`src/rtl/mii_rx_framer.sv`:
```
`default_nettype none
// ============================================================================
// Module   : mii_rx_framer
// Purpose  : Receive-side MII framer for one PHY port. Strips preamble/SFD,
//            packs nibbles (low nibble first) into bytes and writes each frame
//            into the per-port frame FIFO. The delimiter flag is set on the
//            last byte of the frame (FCS included). Handles FIFO space checks,
//            oversize truncation, receive errors and keeps saturating stats.
//            Runs entirely in the MII RX_CLK domain.
// Ports    : clk, arst_n            - RX clock, async active-low reset
//            mii_rxd/_rx_dv/_rx_er  - MII receive interface
//            fifo_din/_del/_wren    - byte, delimiter flag, write enable
//            fifo_full/_afull       - FIFO full / less than MAX_LEN free
//            frame_done/frame_drop  - 1-cycle event pulses
//            stat_frame_cnt/_drop_cnt, stat_ovf - statistics
// Revision : 1.0 - initial release
// ============================================================================
module mii_rx_framer #(
  parameter int MAX_LEN = 1522,
  parameter int CNT_W   = 16
) (
  input  logic             clk,
  input  logic             arst_n,
  input  logic [3:0]       mii_rxd,
  input  logic             mii_rx_dv,
  input  logic             mii_rx_er,
  output logic [7:0]       fifo_din,
  output logic             fifo_del,
  output logic             fifo_wren,
  input  logic             fifo_full,
  input  logic             fifo_afull,
  output logic             frame_done,
  output logic             frame_drop,
  output logic [CNT_W-1:0] stat_frame_cnt,
  output logic [CNT_W-1:0] stat_drop_cnt,
  output logic             stat_ovf
);

  localparam int                 c_LEN_W   = $clog2(MAX_LEN + 1);
  localparam logic [c_LEN_W-1:0] c_MAX_LEN = c_LEN_W'(MAX_LEN);
  localparam logic [3:0]         c_PRE_NIB = 4'h5;
  localparam logic [3:0]         c_SFD_NIB = 4'hD;

  localparam logic [1:0] S_IDLE = 2'd0;
  localparam logic [1:0] S_PRE  = 2'd1;
  localparam logic [1:0] S_DATA = 2'd2;
  localparam logic [1:0] S_DROP = 2'd3;

  logic [1:0]         r_state;
  logic [1:0]         w_state_nxt;
  logic               r_nib_phase;
  logic [3:0]         r_low;
  logic [7:0]         r_hold;
  logic               r_hold_valid;
  logic [c_LEN_W-1:0] r_byte_cnt;

  // Decisions for the current cycle; registered into the outputs below.
  logic w_wr;
  logic w_del;
  logic w_done;
  logic w_drop;
  logic w_byte_done;
  logic w_at_max;
  logic w_wr_ok;

  assign w_at_max = (r_byte_cnt == c_MAX_LEN);
  assign w_wr_ok  = w_wr & ~fifo_full;

  // --------------------------------------------------------------------------
  // State register
  // --------------------------------------------------------------------------
  always_ff @(posedge clk or negedge arst_n) begin
    if (!arst_n) begin
      r_state <= S_IDLE;
    end else begin
      r_state <= w_state_nxt;
    end
  end

  // --------------------------------------------------------------------------
  // Next-state logic
  // --------------------------------------------------------------------------
  always_comb begin
    w_state_nxt = r_state;
    case (r_state)
      S_IDLE: begin
        if (mii_rx_dv) begin
          w_state_nxt = (mii_rxd == c_PRE_NIB) ? S_PRE : S_DROP;
        end
      end
      S_PRE: begin
        if (!mii_rx_dv)                                w_state_nxt = S_IDLE;
        else if (mii_rx_er)                            w_state_nxt = S_DROP;
        else if (mii_rxd == c_PRE_NIB)                 w_state_nxt = S_PRE;
        else if (mii_rxd == c_SFD_NIB && !fifo_afull)  w_state_nxt = S_DATA;
        else                                           w_state_nxt = S_DROP;
      end
      S_DATA: begin
        if (!mii_rx_dv)                    w_state_nxt = S_IDLE;
        else if (mii_rx_er)                w_state_nxt = S_DROP;
        else if (r_nib_phase && w_at_max)  w_state_nxt = S_DROP;
        else                               w_state_nxt = S_DATA;
      end
      S_DROP: begin
        if (!mii_rx_dv) w_state_nxt = S_IDLE;
      end
      default: w_state_nxt = S_IDLE;
    endcase
  end

  // --------------------------------------------------------------------------
  // Output / action decode
  // --------------------------------------------------------------------------
  always_comb begin
    w_wr        = 1'b0;
    w_del       = 1'b0;
    w_done      = 1'b0;
    w_drop      = 1'b0;
    w_byte_done = 1'b0;
    case (r_state)
      S_IDLE: begin
        // Carrier without a preamble nibble: the whole frame is discarded.
        if (mii_rx_dv && mii_rxd != c_PRE_NIB) w_drop = 1'b1;
      end
      S_PRE: begin
        // Any exit other than into S_DATA abandons the frame.
        if (w_state_nxt == S_DROP || w_state_nxt == S_IDLE) w_drop = 1'b1;
      end
      S_DATA: begin
        if (!mii_rx_dv) begin
          // End of frame; a dangling dribble nibble in r_low is simply ignored.
          if (r_hold_valid) begin
            w_wr   = 1'b1;
            w_del  = 1'b1;
            w_done = 1'b1;
          end else begin
            w_drop = 1'b1;
          end
        end else if (mii_rx_er) begin
          // Close the frame early; the decoder will reject it on FCS.
          if (r_hold_valid) begin
            w_wr   = 1'b1;
            w_del  = 1'b1;
            w_done = 1'b1;
          end
          w_drop = 1'b1;
        end else if (r_nib_phase) begin
          if (w_at_max) begin
            // Oversize: the held byte becomes the last byte written.
            w_wr   = 1'b1;
            w_del  = 1'b1;
            w_done = 1'b1;
            w_drop = 1'b1;
          end else begin
            w_wr        = r_hold_valid;
            w_byte_done = 1'b1;
          end
        end
      end
      default: ;
    endcase
  end

  // --------------------------------------------------------------------------
  // Datapath: nibble packing and one-byte hold
  // --------------------------------------------------------------------------
  always_ff @(posedge clk or negedge arst_n) begin
    if (!arst_n) begin
      r_nib_phase  <= 1'b0;
      r_low        <= 4'h0;
      r_hold       <= 8'h00;
      r_hold_valid <= 1'b0;
      r_byte_cnt   <= '0;
    end else begin
      r_nib_phase <= (r_state == S_DATA && w_state_nxt == S_DATA) ? ~r_nib_phase : 1'b0;
      if (r_state == S_DATA && !r_nib_phase) begin
        r_low <= mii_rxd;
      end
      if (w_byte_done) begin
        r_hold       <= {mii_rxd, r_low};
        r_hold_valid <= 1'b1;
        r_byte_cnt   <= r_byte_cnt + 1'b1;
      end else if (w_state_nxt != S_DATA) begin
        r_hold_valid <= 1'b0;
        r_byte_cnt   <= '0;
      end
    end
  end

  // --------------------------------------------------------------------------
  // Registered outputs and statistics
  // --------------------------------------------------------------------------
  always_ff @(posedge clk or negedge arst_n) begin
    if (!arst_n) begin
      fifo_din       <= 8'h00;
      fifo_del       <= 1'b0;
      fifo_wren      <= 1'b0;
      frame_done     <= 1'b0;
      frame_drop     <= 1'b0;
      stat_frame_cnt <= '0;
      stat_drop_cnt  <= '0;
      stat_ovf       <= 1'b0;
    end else begin
      fifo_wren  <= w_wr_ok;
      fifo_del   <= w_wr_ok & w_del;
      fifo_din   <= w_wr_ok ? r_hold : 8'h00;
      frame_done <= w_done;
      frame_drop <= w_drop;
      if (w_wr && fifo_full) begin
        stat_ovf <= 1'b1;
      end
      if (w_done && stat_frame_cnt != {CNT_W{1'b1}}) begin
        stat_frame_cnt <= stat_frame_cnt + 1'b1;
      end
      if (w_drop && stat_drop_cnt != {CNT_W{1'b1}}) begin
        stat_drop_cnt <= stat_drop_cnt + 1'b1;
      end
    end
  end

endmodule
`default_nettype wire

```
`config.mk`:
```
export PLATFORM = sky130hd
export DESIGN_NAME = mii_rx_framer
export DESIGN_NICKNAME = d
export VERILOG_FILES = /design/src/rtl/mii_rx_framer.sv
export SDC_FILE = /design/constraint.sdc
export NUM_CORES = 1
export LEC_CHECK = 0
export ABC_CLOCK_PERIOD_IN_PS = 2580
export BUFFER_PORTS_ARGS = -buffer_cell sky130_fd_sc_hd__buf_2
export CAP_MARGIN = 20
export CELL_PAD_IN_SITES_DETAIL_PLACEMENT = 0
export CELL_PAD_IN_SITES_GLOBAL_PLACEMENT = 1
export CORE_AREA = 2 2 134 71
export DETAILED_ROUTE_END_ITERATION = 8
export DIE_AREA = 0 0 136 73
export GPL_TIMING_DRIVEN = 0
export PLACE_DENSITY_LB_ADDON = 0.08
export SLEW_MARGIN = 40
export SYNTH_ARGS = -nofsm -noshare
export SYNTH_HDL_FRONTEND = slang
export SYNTH_SLANG_ARGS = --single-unit
export TNS_END_PERCENT = 10
```
`constraint.sdc`:
```
create_clock -name clk -period 2.58 [get_ports clk]
set_input_delay 0.516 -clock clk [delete_from_list [all_inputs] [get_ports clk]]
set_output_delay 0.516 -clock clk [all_outputs]
set_load 0.03 [all_outputs]
```
==> results.toml <==
[critical_path]
cpPeakStageDelay_ns = 0.38
crit_path_frequent_cell = "a21oi_2"
critPathBufInv = 1
r2r_start = "r_byte_cnt[0]"
cp.required_ns = 2.80
endpoint_kind = "flop"
slowest_stage = "dfrtp_1"
critPathLaunchType = "flop"
r2r_slack_ns = 0.05
crit_chain = "inv_1, ha_2, nand4bb_4, nor3_4, a21oi_2, a21oi_2, o21ai_1, ha_1, and3b_1, a31oi_2, o211ai_4, nand2_2, mux2_4"
arrival_ns = 2.75
crit_start = "r_byte_cnt[0]"
critPathTopFamily = "compound AO/OA/AOI/OAI gates"
cp.depth = 13
worstRegToRegCells = 13
critPathCapture = "stat_drop_cnt[1]"
worstPathMaxFanout = 4
criticalPathCategory = "reg2reg"
r2r_end = "stat_drop_cnt[1]"

[cells_and_area]
multi_input_area_um2 = 1570
regArea_um2 = 1802
instances_no_fill = 514
fin_nets = 403
fin_util_pct = 47.38
drive_gt1_share_pct = 27.48
fin_area_um2 = 4239
fill_cells = 881
diodes = 0
area_growth_pct = 25.02

[drt]
first_pass_iters = 4
drt-initial-drc-count = 131
post_drt_wl_per_cell_um = 14.57
drcViolationCount = 0
viasPerCell = 4.981
via_count = 2560
drtAntennaViolNets = 0
drt_wl_total_um = 7487

[cts]
cts_sinks = 72
clockBufferDepth = 2
cts_hold_buf = 0
cts_tree = "built"
cts.reportedPaths.clkPinSlew_ns = 0.06
numCtsBuffers = 9
clock_latency_ns = 0.34
ctsRootBufferMaster = "clkbuf_16"
cts_max_level = 3

[pwr]
power_density_nw_per_um2 = 692.5
power_mw = 2.936
leakage_nw = 2.094
peakVddDrop_v = 0.0003615

[global_route]
track_usage_pct = 16.31
grt_overflow = 0
grt_pass1_vias = 2372
grt_pass1_wl_um = 12290
grt_max_degree = 56
antenna_found_initial = 0

[synth]
syn_area_um2 = 3391
ys.warnings.count = 0
ys_types = 52
syn_avg_cell_area_um2 = 10.73
synth_nets = 331
synth-seq-cells = 72
syn_inst = 316
synth-seq-area-share_pct = 53.14

[floorplan]
die-area_um2 = 9928
die_y_um = 73
ioPinCount = 55
start_util_pct = 37.90
die_x_um = 136
std_cell_rows = 25
core-area_um2 = 8946

[placement]
dpl.hpwl_um = 5183
dp.cells = 492
portBuffers = 54
globalplace.congestion = 0.7921
placed_area_um2 = 3857

[hold_path]
worstHoldPathType = "in2async"

[timing]
fmax_ghz = 0.3955
rsz0062_at_grt = "true"
setup_viol = 0
timing.hold.ws_ns = 0.01247
relSlewSlack_pct = 58.86
finalClockSkew_ns = 0.006117
hold_viol_final = 0
fin_crit_ns = 2.529
tightest_slew_ns = 0.6138
finalCritPeriodShare_pct = 98.01
slew_violations = 0

[flow_run]
cap_violations = 0

[status]
outcome = "complete, no violations"
-- sequential cells by signal, indices dropped and copies added (netlist names), 2 cells and up --
signal	flops
r_low	4
r_state	2
r_hold	8
fifo_din	8
r_byte_cnt	11
stat_frame_cnt	16
stat_drop_cnt	16
-- per-layer routing --
layer  GRT usage [%]  wire [um]  vias to the layer above
met4           5.208         91                        0
li1                -          -                     1262
met1           25.38       4211                     1231
met2           20.49       2830                       57
met5               0          0                        -
met3           5.625        352                       10
-- cell usage in the layout, fill, tap and decap left out, types with 2 or more instances in the layout --
cell and count:
a21oi_1 3, clkbuf_16 9, and2_1 11, nor3_1 8, o31ai_1 2, ha_1 4, nand2_2 2, nand3_1 19
o21ai_1 6, xnor2_1 17, buf_6 3, buf_2 56, mux2_2 7, nor3b_1 2, and4_1 3, and3_1 5
xor2_1 12, clkbuf_1 3, nand2_1 43, nor4_1 8, buf_4 6, nand2b_1 3, nor2_1 14, inv_1 6
clkinv_4 2, a21oi_2 2, nand4_1 14, dfrtp_1 72, o21ai_0 11, a31oi_1 2, clkinvlp_4 3, nor2b_1 2
nand3b_1 2, and3b_1 2
-- synthesized netlist by cell type (all sizes together) --
cell type | n | area [um^2]
a21boi | 1 | 7.510
a21o | 1 | 7.510
a21oi | 5 | 25.02
a31oi | 3 | 18.77
a41oi | 1 | 8.760
and2 | 12 | 75.08
and2b | 1 | 7.510
and3 | 5 | 31.28
and3b | 2 | 17.52
and4 | 3 | 26.28
buf | 5 | 37.53
clkbuf | 2 | 7.510
dfrtp | 72 | 1802
ha | 5 | 62.56
inv | 6 | 22.52
mux2 | 8 | 90.09
nand2 | 45 | 171.4
nand2b | 3 | 18.77
nand3 | 20 | 105.1
nand3b | 3 | 35.03
nand4 | 14 | 87.58
nand4bb | 1 | 27.53
nor2 | 14 | 52.55
nor2b | 2 | 12.51
nor3 | 10 | 55.05
nor3b | 2 | 15.01
nor4 | 10 | 83.83
nor4b | 1 | 8.760
nor4bb | 1 | 10.01
o2111ai | 1 | 8.760
o211ai | 2 | 28.78
o21a | 1 | 7.510
o21ai | 18 | 93.84
o221a | 1 | 11.26
o311ai | 1 | 16.27
o31ai | 2 | 15.01
or3 | 1 | 6.260
or4b | 1 | 10.01
xnor2 | 18 | 157.7
xor2 | 12 | 105.1
-- worst register-to-register path: stages, from the launching register on --
cell	delay, ns
dfrtp_1	0.38
inv_1	0.06
ha_2	0.19
nand4bb_4	0.13
nor3_4	0.20
a21oi_2	0.08
a21oi_2	0.13
o21ai_1	0.09
ha_1	0.26
and3b_1	0.17
a31oi_2	0.19
o211ai_4	0.13
nand2_2	0.11
mux2_4	0.29
-- worst min path at each step --
stage,to,startpoint,depth (start not counted)
finish,stat_frame_cnt[0],arst_n,1
floorplan,fifo_del,arst_n,0
CTS,stat_frame_cnt[10],arst_n,1
detailed placement,stat_frame_cnt[0],arst_n,1
global route,stat_frame_cnt[10],arst_n,1
global placement,stat_ovf,stat_ovf,1
-- power by group --
group	switching (mW)	leakage, nW	internal, mW
clock network	0.489	0.135	0.751
logic	0.241	0.988	0.157
registers	0.0880	0.971	1.21
-- layout make-up --
cell class | count | area share (%)
Multi-Input combinational cell | 231 | 37.04
Timing Repair Buffer | 61 | 8.235
Tap cell | 121 | 3.571
Clock buffer | 10 | 5.401
Inverter | 6 | 0.5313
Buffer | 7 | 1.063
Sequential cell | 72 | 42.50
Clock inverter | 6 | 1.653
-- stage by stage --
stage	setup WS (ns)	setup TNS, ns
finish	0.05130	0
global route	-0.1217	-0.9550
CTS	0.01083	0
detailed placement	-0.1742	-0.7930
global placement	-0.1902	-0.9276
floorplan	0.03613	0
-- kinds of logic (layout without fill, tap and decap cells) --
kind of cell	after synthesis	count (layout)	synth area share [%]
AOI/OAI and AO/OA	37	37	7.344
and+or+nand+nor	151	151	25.28
xor gates and xnor gates	30	30	7.749
muxes	8	8	2.657
adders and majority gates	5	5	1.845
DFF	72	72	53.14
buffers and inverters	13	90	1.992
-- what timing repair did --
action	in CTS	in global routing
resized for setup	1	8
endpoints found under the hold margin	0	0
setup endpoints to repair	11	16
pin swaps	1	12
setup buffers	5	1
gates cloned	0	0
Power figures use the tool's default switching activity.
